<file path="config.mk">
export PLATFORM = sky130hd
export DESIGN_NAME = uart_rx_fifo
export DESIGN_NICKNAME = d
export VERILOG_FILES = /design/src/rtl/uart_rx_fifo.sv
export SDC_FILE = /design/constraint.sdc
export NUM_CORES = 1
export LEC_CHECK = 0
export BUFFER_PORTS_ARGS = -buffer_cell sky130_fd_sc_hd__buf_2
export CAP_MARGIN = 20
export CORE_MARGIN = 5
export CORE_UTILIZATION = 55
export DETAILED_ROUTE_END_ITERATION = 10
export GPL_ROUTABILITY_DRIVEN = 0
export GPL_TIMING_DRIVEN = 0
export PLACE_DENSITY = 0.73
export SLEW_MARGIN = 10
export SYNTH_ARGS = -nofsm -noshare
export SYNTH_HDL_FRONTEND = slang
export SYNTH_SLANG_ARGS = --single-unit
</file>
<file path="constraint.sdc">
create_clock -name clk_i -period 3.3 [get_ports clk_i]
set_clock_uncertainty 0.2 [all_clocks]
set_input_delay 0.165 -clock clk_i [delete_from_list [all_inputs] [get_ports clk_i]]
set_output_delay 0.165 -clock clk_i [all_outputs]
set_load 0.005 [all_outputs]
</file>
<file path="src/rtl/uart_rx_fifo.sv">
// UART receive FIFO: circular buffer with FWFT valid/ready read port.
// Define UART_RX_FIFO_ERR_FLAGS_EN to store parity/stop error flags per byte.
module uart_rx_fifo #(
  parameter int DATA_W    = 8,
  parameter int DEPTH     = 16,
  parameter int AFULL_LVL = 12,
  localparam int CNT_W    = $clog2(DEPTH + 1)
) (
  input  logic              clk_i,
  input  logic              rst_ni,
  input  logic              push_i,
  input  logic [DATA_W-1:0] wr_data_i,
  input  logic              parity_err_i,
  input  logic              stop_err_i,
  input  logic              flush_i,
  output logic              rd_valid_o,
  input  logic              rd_ready_i,
  output logic [DATA_W-1:0] rd_data_o,
  output logic [1:0]        rd_err_o,
  output logic [CNT_W-1:0]  count_o,
  output logic              empty_o,
  output logic              full_o,
  output logic              afull_o,
  output logic              overflow_o
);

  localparam int AW = $clog2(DEPTH);

`ifdef UART_RX_FIFO_ERR_FLAGS_EN
  localparam int MW = DATA_W + 2;
`else
  localparam int MW = DATA_W;
`endif

  logic [MW-1:0]    mem [DEPTH];
  logic [MW-1:0]    wr_word;
  logic [AW-1:0]    wr_ptr;
  logic [AW-1:0]    rd_ptr;
  logic [CNT_W-1:0] count_q;
  logic [CNT_W-1:0] count_d;
  logic             empty_q;
  logic             full_q;
  logic             afull_q;
  logic             ovf_q;
  logic             pop;
  logic             push_ok;

`ifdef UART_RX_FIFO_ERR_FLAGS_EN
  assign wr_word  = {parity_err_i, stop_err_i, wr_data_i};
  assign rd_err_o = mem[rd_ptr][DATA_W+1:DATA_W];
`else
  logic unused_err;
  assign unused_err = parity_err_i ^ stop_err_i;
  assign wr_word    = wr_data_i;
  assign rd_err_o   = 2'b00;
`endif

  // A pop on a full FIFO frees the slot the same-cycle push lands in.
  assign pop     = !empty_q && rd_ready_i;
  assign push_ok = push_i && (!full_q || pop);

  always_comb begin
    count_d = count_q;
    unique case ({push_ok, pop})
      2'b10:   count_d = count_q + 1'b1;
      2'b01:   count_d = count_q - 1'b1;
      default: count_d = count_q;
    endcase
  end

  always_ff @(posedge clk_i) begin
    if (push_ok && !flush_i) begin
      mem[wr_ptr] <= wr_word;
    end
  end

  always_ff @(posedge clk_i or negedge rst_ni) begin
    if (!rst_ni) begin
      wr_ptr  <= '0;
      rd_ptr  <= '0;
      count_q <= '0;
      empty_q <= 1'b1;
      full_q  <= 1'b0;
      afull_q <= 1'b0;
      ovf_q   <= 1'b0;
    end else if (flush_i) begin
      wr_ptr  <= '0;
      rd_ptr  <= '0;
      count_q <= '0;
      empty_q <= 1'b1;
      full_q  <= 1'b0;
      afull_q <= 1'b0;
      ovf_q   <= 1'b0;
    end else begin
      if (push_ok) begin
        wr_ptr <= wr_ptr + 1'b1;
      end
      if (pop) begin
        rd_ptr <= rd_ptr + 1'b1;
      end
      if (push_i && !push_ok) begin
        ovf_q <= 1'b1;
      end
      count_q <= count_d;
      empty_q <= (count_d == '0);
      full_q  <= (count_d == CNT_W'(DEPTH));
      afull_q <= (count_d >= CNT_W'(AFULL_LVL));
    end
  end

  assign rd_valid_o = !empty_q;
  assign rd_data_o  = mem[rd_ptr][DATA_W-1:0];
  assign count_o    = count_q;
  assign empty_o    = empty_q;
  assign full_o     = full_q;
  assign afull_o    = afull_q;
  assign overflow_o = ovf_q;

endmodule

</file>
==> metrics.txt <==
Crit path max-delay family=buffers and inverters; crit path max fanout=10; FILL cells=728; fin cells=537; fin area=7200 sq um; row count=38; die area=13300 sq um; Yosys cell types=44; Synth Warn #=0; pin count of the biggest net entering global routing=17; clock sink count=145; status=finished, final reports clean; highest clock rate=312 MHz; HP Class=primary input to flip-flop; CTS tree=yes; WL final=12100 microns; CTS Buffer Depth=2; sum of buffers and inverters on the critical path=3; worst skew pair latency=0.53 ns; Port Buf Inserts=29; Synth Area per Inst=19.1 sq um; Pleak=2.54 nW; type of origin of the critical path=flip-flop; I/O pin count=35; RSZ-0062 raised after global routing=no; min cycle time layout=3.21 ns; prevailing post-synth register cell=edfxtp_1; Core ar.=10800 sq um; Ant. Diodes=0; Clk pin slew, worst setup/hold paths=0.06 ns; slowest CP cell=mux4_2; CTS root buf=clkbuf_8; Residual DRC=0; CP arrival=2.84 ns; worst vdd ir=0.294 mV; Psw=0.00114 W; Die X=115 microns; Post-synth EDFFs=128; Hold Vio Cnt, Final=0; setup TNS=0 ns; Post-DRT Antenna Nets=0; H-tree depth=4; Worst-Margin Slew=0.886 ns; cts bufs inserted=17; max cap viols=0; initial antenna violation count=0; Yosys top cell by area=edfxtp_1; WS Path Type=flip-flop to primary output; via count=3123; Internal=0.00345 W; switching share of power=0.248; DR WL/cell=22.6 microns; max-slew violations=0; drt first-iter violations=254; async set or reset register ratio after synthesis=0.117; number of global-route vias before repair=3272; GRT Util Overall=0.202; cell chain of the critical path=clkbuf_1, clkbuf_2, mux4_1, mux4_2, buf_2; Vias per Instance=5.82; Synth Cell Area=6080 sq um; final setup vio count=0; Min Hold Slack=0.382 ns; Worst EP required=2.93 ns; post-route setup slack=0.0915 ns; Area Overhead vs Synth=18.3%; placed cell areas=6430 sq um; initial core utilization=0.561; Synth Instances=318; register area share after synthesis=0.702; dpl cells=488; DRT Pass-1 Iters=4; global-route wire length before repair=18900 microns; max-slew headroom at the worst pin=0.407; Flop pwr share=0.449; pre-CTS setup slack=0.00632 ns; register bit total from synthesis=145; Nets=407; Final Cycle Share=0.972; DP Wirelength=7620 microns; share of the synthesized area in the top cell type=0.632; fraction of layout cells with a size suffix above 1=0.239; chip height=115 microns; Crit. End Element=primary output; synth top area cells=edfxtp_1 63%, mux4_1 13%, dfrtp_1 6.6%; CP peak stage delay=0.52 ns; Comb power frac=0.140; PwrDens=638 nW/um^2; clock network fraction of total power=0.410; grt total ovfl=0
## power by group through the flow
stage                     clock network (W)  logic (W)  registers, W
final                               0.00189   0.000643       0.00206
after global routing                0.00201   0.000694       0.00207
after CTS                           0.00191   0.000638       0.00206
after detailed placement                  0   0.000618       0.00210
after global placement                    0   0.000603       0.00210
after floorplan                           0   0.000421       0.00210
## worst min-delay path: stages
cell and delay (ns):
dlygate4sd3_1 0.53, clkbuf_1 0.21, a21oi_1 0.16
## metal layers
layer	share of wire	global-route usage
met3	0.069	0.0395
met4	0.013	0.0775
met2	0.50	0.329
met1	0.42	0.273
met5	0	0
## sequential cells by signal (all words and copies together), names as in the netlist
signal / cells
afull_o: 1
count_o: 5
empty_o: 1
full_o: 1
mem: 128
overflow_o: 1
rd_ptr: 4
wr_ptr: 4
## cells in the mapped netlist (all sizes together), types with 2 or more instances
cell type / number
nand3: 2
buf: 11
nor3: 5
nand2b: 4
mux2i: 2
clkbuf: 9
nor2b: 2
o21ai: 3
mux4: 40
xnor2: 6
nor2: 26
ha: 8
xor2: 5
or3: 2
dfrtp: 16
edfxtp: 128
inv: 10
a21oi: 7
nand2: 13
nand4: 2
## placed cells by master, fill, tap and decap left out, types with 2 or more instances in the layout
| master | count |
|---|---|
| buf_1 | 2 |
| buf_6 | 3 |
| inv_6 | 4 |
| clkbuf_16 | 16 |
| edfxtp_1 | 128 |
| clkinv_4 | 3 |
| inv_8 | 3 |
| nor2b_1 | 2 |
| conb_1 | 2 |
| dlygate4sd3_1 | 16 |
| o21ai_0 | 3 |
| dfrtp_1 | 16 |
| clkinvlp_4 | 2 |
| nand2_1 | 13 |
| clkbuf_2 | 3 |
| clkbuf_1 | 6 |
| mux2i_1 | 2 |
| nand2b_1 | 4 |
| mux4_1 | 30 |
| xnor2_1 | 6 |
| bufinv_16 | 2 |
| buf_2 | 31 |
| nand3_1 | 2 |
| nand4_1 | 2 |
| or3_1 | 2 |
| mux4_2 | 10 |
| nor2_1 | 25 |
| buf_4 | 3 |
| inv_1 | 9 |
| xor2_1 | 5 |
| nor3_2 | 4 |
| a21oi_1 | 6 |
| ha_1 | 8 |
## through the flow
step | util | total power (W)
floorplan | - | 0.00252
global placement | 0.591 | 0.00270
detailed placement | 0.593 | 0.00272
CTS | 0.662 | 0.00461
global route | 0.664 | 0.00477
finish | 0.664 | 0.00459
## timing repair
action,CTS,global route
hold endpoints to repair,154,0
hold buffers,16,0
setup endpoints to repair,8,5
buffers inserted,0,1
gates resized for setup,3,4
pin swaps,0,1
## worst paths after layout
kind	from	to	slack, ns	cells after the start
min in group asynchronous	rst_ni	empty_o	0.44	3
setup reg to reg	empty_o	afull_o	0.22	12
hold reg to reg	wr_ptr[1]	wr_ptr[1]	0.42	2
max in group asynchronous	rst_ni	rd_ptr[1]	1.32	4
setup / recovery	rd_ptr[1]	rd_data_o[4]	0.09	5
hold / removal	flush_i	wr_ptr[1]	0.38	3
## cell families (layout without fill, tap and decap cells)
group / count (synthesis) / count (layout) / synth area share
flops: 145 / 145 / 0.702
simple gates: 58 / 58 / 0.0428
mux: 42 / 42 / 0.170
buf+inv: 30 / 108 / 0.0259
compound gates: 23 / 23 / 0.0267
xor+xnor: 11 / 11 / 0.0158
fa+ha+maj: 8 / 8 / 0.0165
other cells: 1 / 2 / 0.000616
## cell type report
cell class / count / area [sq um] / share of cell area
Clock inverter: 15 / 174 / 0.0242
Sequential cell: 145 / 4270 / 0.593
Timing Repair Buffer: 46 / 313 / 0.0434
Multi-Input combinational cell: 144 / 1690 / 0.235
Inverter: 10 / 37.5 / 0.00521
Clock buffer: 17 / 414 / 0.0575
Tap cell: 140 / 175 / 0.0243
Buffer: 20 / 126 / 0.0176
No activity file was read; power rests on OpenSTA's default activity.
